File: config.mk
export PLATFORM = sky130hd
export DESIGN_NAME = regfile_wb_arbiter_flat
export DESIGN_NICKNAME = d
export VERILOG_FILES = /design/src/rtl/regfile_wb_arbiter_if.sv /design/src/rtl/regfile_wb_arbiter.sv /design/src/flat_wrapper.sv
export SDC_FILE = /design/constraint.sdc
export NUM_CORES = 1
export LEC_CHECK = 0
export CELL_PAD_IN_SITES_DETAIL_PLACEMENT = 0
export CELL_PAD_IN_SITES_GLOBAL_PLACEMENT = 2
export CORE_ASPECT_RATIO = 1.1
export CORE_MARGIN = 2
export CORE_UTILIZATION = 23
export DETAILED_ROUTE_END_ITERATION = 8
export GPL_TIMING_DRIVEN = 0
export PLACE_DENSITY = 0.92
export REMOVE_ABC_BUFFERS = 1
export SLEW_MARGIN = 20
export SYNTH_ARGS = -nofsm -noshare
export SYNTH_HDL_FRONTEND = slang
export SYNTH_SLANG_ARGS = --single-unit
File: constraint.sdc
create_clock -name clk -period 3 [get_ports clk]
set_clock_uncertainty 0.1 [all_clocks]
set_input_delay 0.6 -clock clk [delete_from_list [all_inputs] [get_ports clk]]
set_output_delay 0.6 -clock clk [all_outputs]
set_load 0.01 [all_outputs]
File: src/rtl/regfile_wb_arbiter_if.sv
// Writeback bus between the two requesters (A = execute, B = load) and the
// arbiter, plus the registered register-file write port and the conflict counter.
interface regfile_wb_arbiter_if #(
  parameter int DATA_W = 32,
  parameter int ADDR_W = 5,
  parameter int CNT_W  = 16
);
  logic              a_valid;
  logic              a_ready;
  logic [ADDR_W-1:0] a_addr;
  logic [DATA_W-1:0] a_data;
  logic              b_valid;
  logic              b_ready;
  logic [ADDR_W-1:0] b_addr;
  logic [DATA_W-1:0] b_data;
  logic              wr_en;
  logic [ADDR_W-1:0] wr_addr;
  logic [DATA_W-1:0] wr_data;
  logic [CNT_W-1:0]  conflict_cnt;

  // The arbiter is the slave of both requesters and drives the write port.
  modport slave (
    input  a_valid, a_addr, a_data, b_valid, b_addr, b_data,
    output a_ready, b_ready, wr_en, wr_addr, wr_data, conflict_cnt
  );

  modport master (
    output a_valid, a_addr, a_data, b_valid, b_addr, b_data,
    input  a_ready, b_ready, wr_en, wr_addr, wr_data, conflict_cnt
  );
endinterface

File: src/rtl/regfile_wb_arbiter.sv
// Round-robin arbiter sharing the register-file write port between the execute
// (A) and load (B) writeback paths, with one registered output stage.
module regfile_wb_arbiter #(
  parameter int DATA_W    = 32,
  parameter int ADDR_W    = 5,
  parameter bit DROP_ZERO = 1'b1,
  parameter int CNT_W     = 16
) (
  input  logic                 clk,
  input  logic                 rst_n,
  regfile_wb_arbiter_if.slave  bus
);
  typedef enum logic {SIDE_A = 1'b0, SIDE_B = 1'b1} side_t;

  localparam logic [CNT_W-1:0] CNT_MAX = '1;

  side_t             ptr;
  logic              both;
  logic              grant_a;
  logic              grant_b;
  logic              xfer;
  logic              drop;
  logic [ADDR_W-1:0] sel_addr;
  logic [DATA_W-1:0] sel_data;

  assign both = bus.a_valid & bus.b_valid;

  // Grants are gated by rst_n so neither requester sees ready while in reset.
  always_comb begin
    // NOTE: every output gets a default first so no path leaves it unassigned (no latch).
    grant_a = 1'b0;
    grant_b = 1'b0;
    if (rst_n) begin
      if (bus.a_valid && (!bus.b_valid || ptr == SIDE_A)) grant_a = 1'b1;
      else if (bus.b_valid)                                grant_b = 1'b1;
    end
  end

  assign bus.a_ready = grant_a;
  assign bus.b_ready = grant_b;
  assign xfer        = grant_a | grant_b;
  assign sel_addr    = grant_a ? bus.a_addr : bus.b_addr;
  assign sel_data    = grant_a ? bus.a_data : bus.b_data;
  // A retired write to $0 is accepted but never reaches the register file.
  assign drop        = DROP_ZERO && (sel_addr == '0);

  // Contended transfers hand priority to the side that just lost.
  always_ff @(posedge clk or negedge rst_n) begin
    if (!rst_n) begin
      // NOTE: sequential state uses non-blocking assignments so every flop samples pre-edge values.
      ptr <= SIDE_A;
    end else if (xfer && both) begin
      ptr <= grant_a ? SIDE_B : SIDE_A;
    end
  end

  // Address/data only move on a real write, so they keep the last written values.
  always_ff @(posedge clk or negedge rst_n) begin
    if (!rst_n) begin
      bus.wr_en   <= 1'b0;
      bus.wr_addr <= '0;
      bus.wr_data <= '0;
    end else begin
      bus.wr_en <= xfer && !drop;
      if (xfer && !drop) begin
        bus.wr_addr <= sel_addr;
        bus.wr_data <= sel_data;
      end
    end
  end

  always_ff @(posedge clk or negedge rst_n) begin
    if (!rst_n) begin
      bus.conflict_cnt <= '0;
    end else if (both && bus.conflict_cnt != CNT_MAX) begin
      bus.conflict_cnt <= bus.conflict_cnt + 1'b1;
    end
  end
endmodule

File: src/flat_wrapper.sv
// flat-port wrapper written by rule: the top's interface ports become plain ports
module regfile_wb_arbiter_flat 
#(
  parameter int DATA_W    = 32,
  parameter int ADDR_W    = 5,
  parameter bit DROP_ZERO = 1'b1,
  parameter int CNT_W     = 16
)
  (clk, rst_n, bus_a_valid, bus_a_addr, bus_a_data, bus_b_valid, bus_b_addr, bus_b_data, bus_a_ready, bus_b_ready, bus_wr_en, bus_wr_addr, bus_wr_data, bus_conflict_cnt);
  regfile_wb_arbiter_if #(.DATA_W(DATA_W), .ADDR_W(ADDR_W), .CNT_W(CNT_W)) bus_i ();
  input  logic clk;
  input  logic rst_n;
  input wire logic [$bits(bus_i.a_valid)-1:0] bus_a_valid;
  input wire logic [$bits(bus_i.a_addr)-1:0] bus_a_addr;
  input wire logic [$bits(bus_i.a_data)-1:0] bus_a_data;
  input wire logic [$bits(bus_i.b_valid)-1:0] bus_b_valid;
  input wire logic [$bits(bus_i.b_addr)-1:0] bus_b_addr;
  input wire logic [$bits(bus_i.b_data)-1:0] bus_b_data;
  output wire logic [$bits(bus_i.a_ready)-1:0] bus_a_ready;
  output wire logic [$bits(bus_i.b_ready)-1:0] bus_b_ready;
  output wire logic [$bits(bus_i.wr_en)-1:0] bus_wr_en;
  output wire logic [$bits(bus_i.wr_addr)-1:0] bus_wr_addr;
  output wire logic [$bits(bus_i.wr_data)-1:0] bus_wr_data;
  output wire logic [$bits(bus_i.conflict_cnt)-1:0] bus_conflict_cnt;
  assign bus_i.a_valid = bus_a_valid;
  assign bus_i.a_addr = bus_a_addr;
  assign bus_i.a_data = bus_a_data;
  assign bus_i.b_valid = bus_b_valid;
  assign bus_i.b_addr = bus_b_addr;
  assign bus_i.b_data = bus_b_data;
  assign bus_a_ready = bus_i.a_ready;
  assign bus_b_ready = bus_i.b_ready;
  assign bus_wr_en = bus_i.wr_en;
  assign bus_wr_addr = bus_i.wr_addr;
  assign bus_wr_data = bus_i.wr_data;
  assign bus_conflict_cnt = bus_i.conflict_cnt;
  regfile_wb_arbiter #(.DATA_W(DATA_W), .ADDR_W(ADDR_W), .DROP_ZERO(DROP_ZERO), .CNT_W(CNT_W)) u_core (.clk(clk), .rst_n(rst_n), .bus(bus_i));
endmodule
==> results of run 1 <==
[timing repair]
action,in CTS,in global routing
gates resized for setup,9,0
hold buffers,0,0
buffers inserted,1,3
endpoints found under the setup margin,1,1
pin swaps,1,0
cloned,1,0
[through the flow]
stage	TNS (ns)	power [W]	area, sq um
floorplan	-0.101	0.00125	2540
global placement	-225.94	0.00168	4050
detailed placement	-5.53	0.00170	4110
CTS	0	0.00231	4290
global route	0	0.00243	4320
finish	0	0.00228	4320
[registers in the layout, indices dropped and copies added (netlist names)]
register	count
u_core.bus.wr_en	1
u_core.bus.conflict_cnt	16
u_core.bus.wr_addr	5
u_core.bus.wr_data	32
u_core.ptr	1
[cell families after synthesis]
family | after synthesis | share of synthesized area
and+or+nand+nor | 140 | 0.222
DFF | 55 | 0.530
AOI/OAI and AO/OA | 51 | 0.133
buffers and inverters | 19 | 0.0313
xor gates and xnor gates | 16 | 0.0539
muxes | 6 | 0.0250
adders and majority gates | 1 | 0.00481
[placed cells by master (no fill, tap or decap), drive strengths merged, types with 2 or more instances in the layout]
| cell type | count |
|---|---|
| a21oi | 3 |
| a31oi | 32 |
| and2 | 3 |
| and3 | 3 |
| buf | 7 |
| clkbuf | 7 |
| clkdlybuf4s50 | 130 |
| clkinv | 2 |
| dfrtp | 55 |
| inv | 4 |
| mux2i | 5 |
| nand2 | 79 |
| nand3 | 6 |
| nand4 | 4 |
| nor2 | 40 |
| nor3 | 3 |
| o21a | 2 |
| o21ai | 3 |
| o221ai | 2 |
| o22ai | 3 |
| o2bb2ai | 2 |
| xnor2 | 10 |
| xor2 | 6 |
[worst max-delay path: stages]
cell and delay, ns:
dlygate4sd2_1 0.35, nand2_2 0.12, nand3_4 0.14, buf_16 0.18, clkinv_8 0.17, clkdlybuf4s50_1 0.52
[per-layer routing]
layer  wire length, um  vias to the layer above
met1              3840                     1210
met3               512                        6
met5                 0                        -
li1                  -                     1259
met4                84                        0
met2              3850                       93
[synth_stat cells, types with 3 or more instances]
master | count | area (sq um)
xnor2_1 | 10 | 87.6
and2_1 | 3 | 18.8
nand3_1 | 5 | 25.0
nand2_1 | 79 | 297
o22ai_1 | 3 | 18.8
buf_2 | 5 | 25.0
mux2i_1 | 5 | 50.1
nand4_1 | 4 | 25.0
nor2_1 | 40 | 150
and3_1 | 3 | 18.8
clkbuf_1 | 8 | 30.0
nor3_1 | 3 | 15.0
a21oi_1 | 3 | 15.0
a31oi_1 | 32 | 200
inv_1 | 4 | 15.0
xor2_1 | 6 | 52.6
dfrtp_1 | 55 | 1380
[power groups by stage]
stage / sequential, W / combinational (W) / clock, W
2_1_floorplan: 0.00102 / 0.000229 / 0
3_3_place_gp: 0.000973 / 0.000711 / 0
3_5_place_dp: 0.000977 / 0.000724 / 0
4_1_cts: 0.000966 / 0.000745 / 0.000603
5_1_grt: 0.000988 / 0.000809 / 0.000634
6_report: 0.000965 / 0.000743 / 0.000571
[layout make-up]
class / count / area (sq um)
inverter: 5 / 31.3
fill: 1080 / 6640
clock inverter: 1 / 5.00
clock buffer: 7 / 133
timing repair buffer: 139 / 1410
tap: 147 / 184
sequential: 55 / 1380
multi-input combinational: 215 / 1180
[path summary, 6_finish.rpt]
kind / slack [ns] / end
max in group asynchronous: 2.23 / u_core.bus.wr_addr[0]$_DFFE_PN0P_
max: 0.21 / bus_a_ready
max reg2reg: 1.00 / u_core.bus.wr_data[18]$_DFFE_PN0P_
min: 0.09 / u_core.bus.wr_data[18]$_DFFE_PN0P_
min reg2reg: 0.39 / u_core.bus.wr_addr[3]$_DFFE_PN0P_
min in group clk: 0.39 / u_core.bus.wr_addr[3]$_DFFE_PN0P_
==> results by stage, run 1 <==
Power and ir drop:
- For this design the total switching power over the nets is a little under 0.0007 W.
- The part of the total power dissipated in sequential elements is 0.424.
- The leakage power is roughly 1.8 nW.
- In this run the power density over the cells is between 500 and 600 mW/mm^2.
- The internal power contribution is roughly 0.0016 W.
- The share of total power dissipated in the clock network is 0.250.
- The combinational share of power is 0.326.
- The maximum VDD drop is around 0.00032 V.
- Of the total power, the share spent switching nets is 0.297.

Global routing:
- The wire length of the first global-routing pass is between 10 and 15 mm.
- For met3 alone, demand over resource in global routing was 0.0321.
- The maximum number of pins on one net before global-route repair is 67.
- The via count of the first global-routing pass is 2508.
- In the global route stage, met2 resource usage came out at 0.230.
- The layer with the highest usage after global routing is met2.
- For this run, global-route usage on met1 was measured as 0.176.
- The number of antenna violations at the first check in global routing came to 0.
- The global-route usage over all layers is 0.136.
- The total congestion overflow after global routing is 0.

Synth:
- The share of the yosys chip area belonging to registers is 0.530.
- The post-synthesis cell type count is 34.
- The synthesized design contains 0 enable-type register cells.
- Synthesis produced between 200 and 300 cells.
- The synthesis-stage register bit count is 55.
- The share of synthesized flip-flops with an asynchronous set or reset is 1.00.
- The top flip-flop cell by instance count after synthesis is dfrtp_1.
- The combined area of all synthesized cells is 0.00260 sq mm.
- The number of synthesis warnings is 0.
- Averaged over all synthesized cells, the footprint is 9.02 sq um.

Die:
- The floorplan step defined a core boundary enclosing 0.0110 sq mm.
- The die is about 110 um wide.
- The total die area is about 0.012 sq mm.
- The chip height is approximately 120 um.
- The I/O pin count is roughly 130.
- In this run the core area contains 40 standard-cell rows.
- The initial utilization of the core area, before any placement, comes to 0.237.

Clock tree:
- The H-tree depth is 2.
- Buffers inserted during clock tree synthesis total 5.
- The cell at the root of the clock tree is clkbuf_16.
- The maximum number of buffers from clock root to sink is 2.
- The clock-pin slew of the registers on the worst-case setup and hold paths is roughly 0.07 ns.
- The clock net in this run drives a total of between 50 and 60 sinks.
- The TritonCTS clock tree is done.
- The clock reaches the later pin of the worst-skew pair after about 0.29 ns.

Worst setup path:
- STA puts the critical path data arrival time at about 2.1 ns.
- The startpoint type of the worst setup path is an input port.
- STA classifies the critical path endpoint as a primary output.
- The data required time at the worst endpoint is ~2.3 ns.
- In this run the critical register-to-register path is launched from u_core.ptr$_DFFE_PN0P_.
- The worst setup path is of the input port to primary output kind.
- The start point of the critical path is bus_b_valid.
- The number of cells on the worst reg-to-reg path is 4.
- The largest fanout on the critical path is 34.

Layout:
- The number of diodes added for antenna fixing is 0.
- Once layout is complete, the utilization of the core stands at 0.394.
- The area growth from synthesis to layout is 66.1%.
- The number of nets in the layout is 500.
- The fraction of layout instances using a drive strength above 1 is 0.0545.
- Leaving out filler cells and counting taps, the final layout contains between 500 and 600.

Timing:
- The final-report max-slew violation count was 0.
- Setup repair after global routing left no endpoint under its margin.
- The actual transition at the worst max-transition pin is ~0.70 ns.
- The final hold violation count was 0.
- The final count of negative-setup-slack endpoints is 0.
- Static timing analysis puts the maximum clock frequency at roughly 360 MHz.
- The worst setup slack after layout is between 0.2 and 0.25 ns.
- In this run the tightest slew margin relative to its limit is 0.532.
- Counting I/O delays and the setup requirement, the final critical path takes approximately 2.8 ns.
- Of the available clock period, the critical path in the final layout requires 0.931.
- The smallest hold slack is 0.0903 ns.

Drt:
- Once detail routing completed, the nets flagged for antenna violations numbered 0.
- After detailed routing, the number of remaining DRC violations is 0.
- The violation count after the first detailed-routing iteration is 120.
- The mean number of vias per cell is approximately 4.5.
- Before antenna repair, the detailed router went through 4 iterations.
- The overall routed net length is a little over 8 mm.
- Detailed routing inserted a total of ~2.6k vias.
- In the final routed layout, each cell accounts on average for ~15 um.

Hold path:
- The worst min-delay path category is input port to asynchronous set/reset pin.

Placed design:
- The setup slack after placement is -0.975 ns.
- During placement, the flow inserted port buffers numbering between 100 and 150.
- The congestion estimate from routability-driven global placement came to approximately 0.7.
- The placed wire-length estimate is around 5.6 mm.
- The instance count after placement with tap cells included is between 500 and 600.

Run status:
- The flow ran to the end, and the final reports show no timing, DRC or antenna violations.

Flow run:
- Across the run, the number of max-cap violations was 0.
Power figures use the tool's default switching activity.
==> run 2, diff against run 1 <==
- CORE_MARGIN: 2 -> default
==> run 2 against run 1 <==
Against the previous run: sequential cell count is the same; utilization stayed put; fmax down 0.46%; global-route usage is 0.57 points lower; sequential share of layout area unchanged; count of clock-buffer cells in the layout is the same; register-to-register slack is essentially flat; critical path type unchanged; largest power group unchanged; highest routed layer unchanged.
==> results by stage, run 2 (synthesis results as in run 1) <==
Hold path:
- The worst min-delay path category is input port to asynchronous set/reset pin.

Placed design:
- The final RePlAce weighted congestion is 0.747 (+4.7%).
- The count of input and output buffers is 133 (unchanged).
- The placed wire-length estimate is 5.34 mm (-5.3%).
- The post-detailed-placement cell area is 0.00412 sq mm (+0.18%).
- The instance count after placement with tap cells included is 556 (unchanged).

Timing:
- Setup repair after global routing left no endpoint under its margin.
- The shortest clock period the worst path allows after layout was 2.81 ns (+0.0131 ns).
- The smallest hold slack was 0.0315 ns (-0.0588 ns).
- The final count of negative-setup-slack endpoints is 0 (unchanged).
- The final-report max-slew violation count came to 0 (unchanged).
- The relative slew slack is 0.562 (+0.0301).
- The actual transition at the worst max-transition pin is 0.657 ns (-0.0452 ns).
- The timing-limited maximum frequency came to 356 MHz (-0.46%).
- The final hold violation count is 0 (unchanged).
- The fraction of the cycle the final worst path needs is 0.936 (+0.00435).

Clock tree:
- The number of buffers inserted for hold repair after clock tree synthesis is 0 (unchanged).
- TritonCTS built the clock tree.
- The clock latency at the later pin of the worst-skew pair is 0.28 ns (about the same).
- The H-tree depth is 2 (unchanged).
- The clock sink count was 55 (unchanged).
- CTS placed an instance of clkbuf_16 at the clock tree root.
- The maximum number of buffers from clock root to sink is 2 (unchanged).
- The clock-pin slew of the registers on the worst-case setup and hold paths is 0.07 ns (about the same).
- The clock buffer count from CTS is 5 (unchanged).

Drt:
- The wire length per cell after detailed routing is 13.7 um (-6.1%).
- The via total after detailed routing is 2473 (-3.7%).
- The number of design rule violations left after detail routing is 0 (unchanged).
- The mean number of vias per cell came to 4.37 (-3.2%).
- The overall routed net length came to 7.74 mm (-6.6%).
- The iteration count of the initial detailed-routing pass was 4 (unchanged).
- The violation count after the first detailed-routing iteration was 79 (-34%).
- The count of nets left with antenna violations after detail routing was 0 (unchanged).

Worst setup path:
- The stage delay of the slowest cell on the critical path is 0.54 ns (+0.02 ns).
- The signal on the critical path passes through clkdlybuf4s50_1 > nand2_1 > nand3_4 > clkinv_8 > clkdlybuf4s50_1.
- The start point of the critical path is bus_b_valid.
- The cell family contributing the most delay on the critical path is buffers and inverters.
- STA classifies the critical path endpoint as a primary output.
- The largest fanout on the critical path was 17 (-50%).
- The register-to-register setup slack came to 0.99 ns (about the same).
- The number of cell instances on the worst register-to-register path is 7 (+3).
- The cell type of the slowest stage on the worst timing path is clkdlybuf4s50_1.
- The count of buffer and inverter cells on the critical path is 3 (-1).
- The worst setup path is launched from an input port.
- The worst setup path is of the input port to primary output kind.
- The most critical setup path has its endpoint at bus_a_ready.
- The worst flop-to-flop path startpoint is u_core.ptr$_DFFE_PN0P_.
- The logic depth of the worst path, buffers included came to 5 (-1).
- The most numerous cell type found on the critical path is clkdlybuf4s50_1.
- The data required time at the worst endpoint is 2.30 ns (about the same).
- The reg-to-reg critical path endpoint is u_core.bus.wr_addr[2]$_DFFE_PN0P_.
- The data arrival time at the worst-slack endpoint is 2.11 ns (+0.02 ns).

Layout:
- The number of nets in the layout is 497 (-0.60%).
- The largest registers in the layout are u_core.bus.wr_data (32), u_core.bus.conflict_cnt (16), u_core.bus.wr_addr (5).
- The most common cell after layout, fill and taps aside is clkdlybuf4s50_1.
- The synthesis-to-layout area growth is 66.1% (unchanged).
- The number of standard cells in the layout, taps in and fillers out was 566 (-0.53%).
- The number of flip-flops under the largest register name is 32 (unchanged).
- The top cell types in the final layout, fill and taps aside, are clkdlybuf4s50_1, nand2_1, dfrtp_1, nor2_1, a31oi_1.
- The final standard cell area without fillers is 0.00432 sq mm (unchanged).
- The fraction of layout instances using a drive strength above 1 is 0.0477 (-0.00677).
- The top register by number of flip-flops is u_core.bus.wr_data.
- The number of diodes added for antenna fixing is 0 (unchanged).

Power and ir drop:
- The leakage power is 1.77 nW (-0.17%).
- The maximum VDD drop came to 0.000297 V (-6.2%).
- The total power consumption of the routed design is 0.00230 W (+1.2%).
- The power per standard cell area is 534 mW/mm^2 (+1.2%).

Global routing:
- The wire length of the first global-routing pass came to 11.8 mm (-10%).
- The maximum number of pins on one net before global-route repair is 67 (unchanged).
- The global-route usage over all layers is 0.130 (-0.00568).
- The via count of the first global-routing pass is 2340 (-6.7%).
- The total congestion overflow after global routing is 0 (unchanged).
- The number of antenna violations at the first check in global routing is 0 (unchanged).

Run status:
- The flow ran to the end, and the final reports show no timing, DRC or antenna violations.

Die:
- The die width is 103 um (-1.9%).
- The total die area came to 0.0117 sq mm (-3.6%).
- The core region area came to 0.0110 sq mm (unchanged).
- The chip height came to 113 um (-1.7%).
- The initial standard-cell utilization of the core is 0.237 (unchanged).
- The I/O pin count is 134 (unchanged).
- The cell row count came to 40 (unchanged).

Flow run:
- The max-capacitance violation count came to 0 (unchanged).
## run 2: cell count changes in the layout (fill, tap and decap cells not counted), moves of 2 or more
cell / before / now
buf_4: 4 / 2
clkbuf_1: 2 / 0
clkbuf_8: 0 / 2
clkdlybuf4s50_1: 130 / 132
## run 2: what timing repair did
action / 4_1_cts / 5_1_grt
endpoints found under the setup margin: 1 / 0
resized for setup: 3 / 0
buffers inserted: 1 / 0
## run 2: where the power goes
part	leakage [nW]	switching (W)	internal, W
Clock	0.0761	0.000262	0.000356
Sequential	0.655	0.0000995	0.000864
Combinational	1.04	0.000305	0.000419
## run 2: worst reg2reg max path: stages (launching register included)
cell and delay (ns):
dfrtp_1 0.42, nand2_1 0.14, nand3_4 0.12, buf_4 0.25, buf_16 0.19, o41ai_1 0.42
a21oi_1 0.12, o22ai_1 0.16
## run 2: cell type report
class	count	area (sq um)
clock buffers	7	153
clock inverters	1	7.51
fillers	1087	6640
inverters	5	31.3
multi-input cells	214	1160
flip-flops and latches	55	1380
well taps	147	184
repair buffers	136	1390
repair inverters	1	8.76
## run 2: worst min path at each step
| stage | startpoint | to | slack [ns] | cells after the start |
|---|---|---|---|---|
| floorplan | rst_n | u_core.bus.conflict_cnt[0]$_DFFE_PN0P_ | 0.20 | 0 |
| global placement | u_core.bus.wr_addr[4]$_DFFE_PN0P_ | u_core.bus.wr_addr[4]$_DFFE_PN0P_ | 0.38 | 1 |
| detailed placement | rst_n | u_core.bus.wr_data[9]$_DFFE_PN0P_ | 0.35 | 1 |
| CTS | rst_n | u_core.bus.wr_data[9]$_DFFE_PN0P_ | 0.03 | 1 |
| global route | rst_n | u_core.bus.wr_data[9]$_DFFE_PN0P_ | 0.03 | 1 |
| finish | rst_n | u_core.bus.wr_data[9]$_DFFE_PN0P_ | 0.03 | 1 |
## run 2: metrics by stage
stage / setup slack [ns] / util / TNS [ns]
final: 0.193 / 0.394 / 0
after global routing: 0.0846 / 0.394 / 0
after CTS: 0.174 / 0.394 / 0
after detailed placement: -0.631 / 0.376 / -0.701
after global placement: -5.12 / 0.370 / -215.65
after floorplan: -0.0476 / - / -0.101
## run 2: layer usage
layer / GRT usage / share of wire
met1: 0.166 / 0.46
met2: 0.211 / 0.44
met3: 0.0447 / 0.096
met4: 0.0291 / 0.0053
met5: 0 / 0
==> run 3, diff against run 2 <==
- SKIP_CTS_REPAIR_TIMING: default -> 1
==> run 3 against run 2 <==
Against the previous run: register-to-register slack better by 0.08 ns; wire length is 0.34% higher; sequential power hardly changed; combinational power hardly changed; hold slack better by 0.0027 ns; critical path type unchanged; highest routed layer unchanged.
==> results by stage, run 3 (synthesis results as in run 1) <==
Clock tree:
- The TritonCTS clock tree is done.
- The clock sink count is 55 (unchanged).
- The clock latency at the later pin of the worst-skew pair is 0.29 ns (about the same).
- The clock-pin slew of the registers on the worst-case setup and hold paths is 0.07 ns (about the same).
- The H-tree depth is 2 (unchanged).
- The tree is rooted in a clkbuf_16.
- The maximum number of buffers from clock root to sink is 2 (unchanged).
- The clock buffer count from CTS was 5 (unchanged).

Die:
- The initial standard-cell utilization of the core is 0.237 (unchanged).
- The total die area came to 0.0117 sq mm (unchanged).
- The cell row count was 40 (unchanged).
- The chip height came to 113 um (unchanged).
- The die width is 103 um (unchanged).
- The I/O pin count is 134 (unchanged).
- The core region area was 0.0110 sq mm (unchanged).

Timing:
- The timing-limited maximum frequency is 354 MHz (-0.50%).
- The relative slew slack is 0.565 (+0.00346).
- The final count of negative-setup-slack endpoints came to 0 (unchanged).
- Setup repair after global routing left no endpoint under its margin.
- The smallest hold slack was 0.0343 ns (+0.00275 ns).
- The actual transition at the worst max-transition pin was 0.652 ns (-0.00519 ns).
- The final-report max-slew violation count is 0 (unchanged).
- The final hold violation count is 0 (unchanged).
- The fraction of the cycle the final worst path needs is 0.940 (+0.00474).
- The shortest clock period the worst path allows after layout is 2.82 ns (+0.0142 ns).

Layout:
- The number of nets in the layout was 498 (+0.20%).
- Leaving out fill and tap cells, the most frequent cell in the layout is clkdlybuf4s50_1.
- The fraction of layout instances using a drive strength above 1 is 0.0500 (+0.00227).
- Compared with the post-synthesis result, the final layout area differs by 66.4%.
- The number of diodes added for antenna fixing came to 0 (unchanged).
- The final standard cell area without fillers was 0.00432 sq mm (+0.17%).
- The number of flip-flops under the largest register name came to 32 (unchanged).
- The final-layout fill cell count came to 1085 (-0.18%).
- The largest registers in the layout are u_core.bus.wr_data (32), u_core.bus.conflict_cnt (16), u_core.bus.wr_addr (5).
- The top register by number of flip-flops is u_core.bus.wr_data.
- Leaving out fill and tap cells, the most frequent cells in the layout are clkdlybuf4s50_1, nand2_1, dfrtp_1, nor2_1, a31oi_1.

Global routing:
- The global-route usage over all layers is 0.126 (-0.00437).
- The number of antenna violations at the first check in global routing was 0 (unchanged).
- The maximum number of pins on one net before global-route repair is 67 (unchanged).
- The via count of the first global-routing pass is 2319 (-0.90%).
- The total congestion overflow after global routing is 0 (unchanged).
- The wire length of the first global-routing pass was 11.5 mm (-2.5%).

Worst setup path:
- The kind of critical path is input port to primary output.
- The register-to-register setup slack is 1.07 ns (+0.08 ns).
- The type of destination of the critical path is a primary output.
- The largest fanout on the critical path is 17 (unchanged).
- The worst flop-to-flop path startpoint is u_core.bus.conflict_cnt[4]$_DFFE_PN0P_.
- The number of cell instances on the worst register-to-register path is 5 (-2).
- STA classifies the critical path startpoint as an input port.
- The reg-to-reg critical path endpoint is u_core.bus.conflict_cnt[10]$_DFFE_PN0P_.
- The data required time at the worst endpoint came to 2.30 ns (about the same).
- The data arrival time at the worst-slack endpoint was 2.12 ns (about the same).

Placed design:
- The final RePlAce weighted congestion is 0.747 (unchanged).
- The post-detailed-placement cell area is 0.00412 sq mm (unchanged).
- The placed wire-length estimate is 5.34 mm (unchanged).
- The count of input and output buffers is 133 (unchanged).

Drt:
- The wire length per cell after detailed routing was 13.7 um (+0.16%).
- The via total after detailed routing is 2480 (+0.28%).
- The iteration count of the initial detailed-routing pass is 6 (+2).
- The violation count after the first detailed-routing iteration is 67 (-15%).
- The overall routed net length is 7.76 mm (+0.34%).
- The mean number of vias per cell is 4.37 (+0.11%).
- The number of design rule violations left after detail routing is 0 (unchanged).
- The count of nets left with antenna violations after detail routing is 0 (unchanged).

Power and ir drop:
- The power per standard cell area is 534 mW/mm^2 (about the same).
- The maximum VDD drop is 0.000299 V (+0.71%).
- The leakage power is 1.78 nW (+0.26%).

Hold path:
- The path class of the tightest hold or removal check is input port to asynchronous set/reset pin.

Flow run:
- The max-capacitance violation count came to 0 (unchanged).

Run status:
- The flow ran to the end, and the final reports show no timing, DRC or antenna violations.
run 3: how the worst max path moves through the flow:
stage | start | to | cells after the start
3_5_place_dp | bus_b_valid | bus_a_ready | 5
5_1_grt | bus_b_valid | bus_a_ready | 5
2_1_floorplan | rst_n | u_core.bus.wr_addr[3]$_DFFE_PN0P_ | 5
6_report | bus_b_valid | bus_a_ready | 5
3_3_place_gp | rst_n | bus_a_ready | 4
4_1_cts | bus_b_valid | bus_a_ready | 5
run 3: where the power goes:
part	switching, W	total (W)	internal [W]
combinational	0.000305	0.000727	0.000422
sequential	0.0000995	0.000963	0.000864
clock	0.000263	0.000619	0.000356
run 3: layout make-up:
cell class                 count  area [sq um]  share of cell area
timing repair buffer         137          1400               0.323
inverter                       5          31.3             0.00723
multi-input combinational    214          1160               0.269
sequential                    55          1380               0.318
tap                          147           184              0.0425
timing repair inverter         1          8.76             0.00203
clock inverter                 1          7.51             0.00174
clock buffer                   7           153              0.0353
run 3: routing by layer:
layer / GRT usage / wire length (um) / part of all wire / vias to the layer above
met5: 0 / 0 / 0 / -
met4: 0.0291 / 41 / 0.0053 / 0
met3: 0.0447 / 752 / 0.097 / 4
met2: 0.202 / 3400 / 0.44 / 103
met1: 0.161 / 3570 / 0.46 / 1125
li1: - / - / - / 1248
run 3: metrics by stage:
| step | setup slack, ns | TNS, ns | util | cells | total power [W] |
|---|---|---|---|---|---|
| floorplan | -0.0476 | -0.101 | - | 274 | 0.00125 |
| global placement | -5.12 | -215.65 | 0.370 | 554 | 0.00168 |
| detailed placement | -0.631 | -0.701 | 0.376 | 556 | 0.00170 |
| CTS | -0.639 | -0.639 | 0.391 | 564 | 0.00233 |
| global route | 0.0753 | 0 | 0.395 | 567 | 0.00246 |
| finish | 0.179 | 0 | 0.395 | 567 | 0.00231 |
run 3: critical path: stages:
cell	delay, ns
clkdlybuf4s50_1	0.51
nand2_1	0.18
nand3_4	0.13
clkinv_8	0.14
clkdlybuf4s50_1	0.54
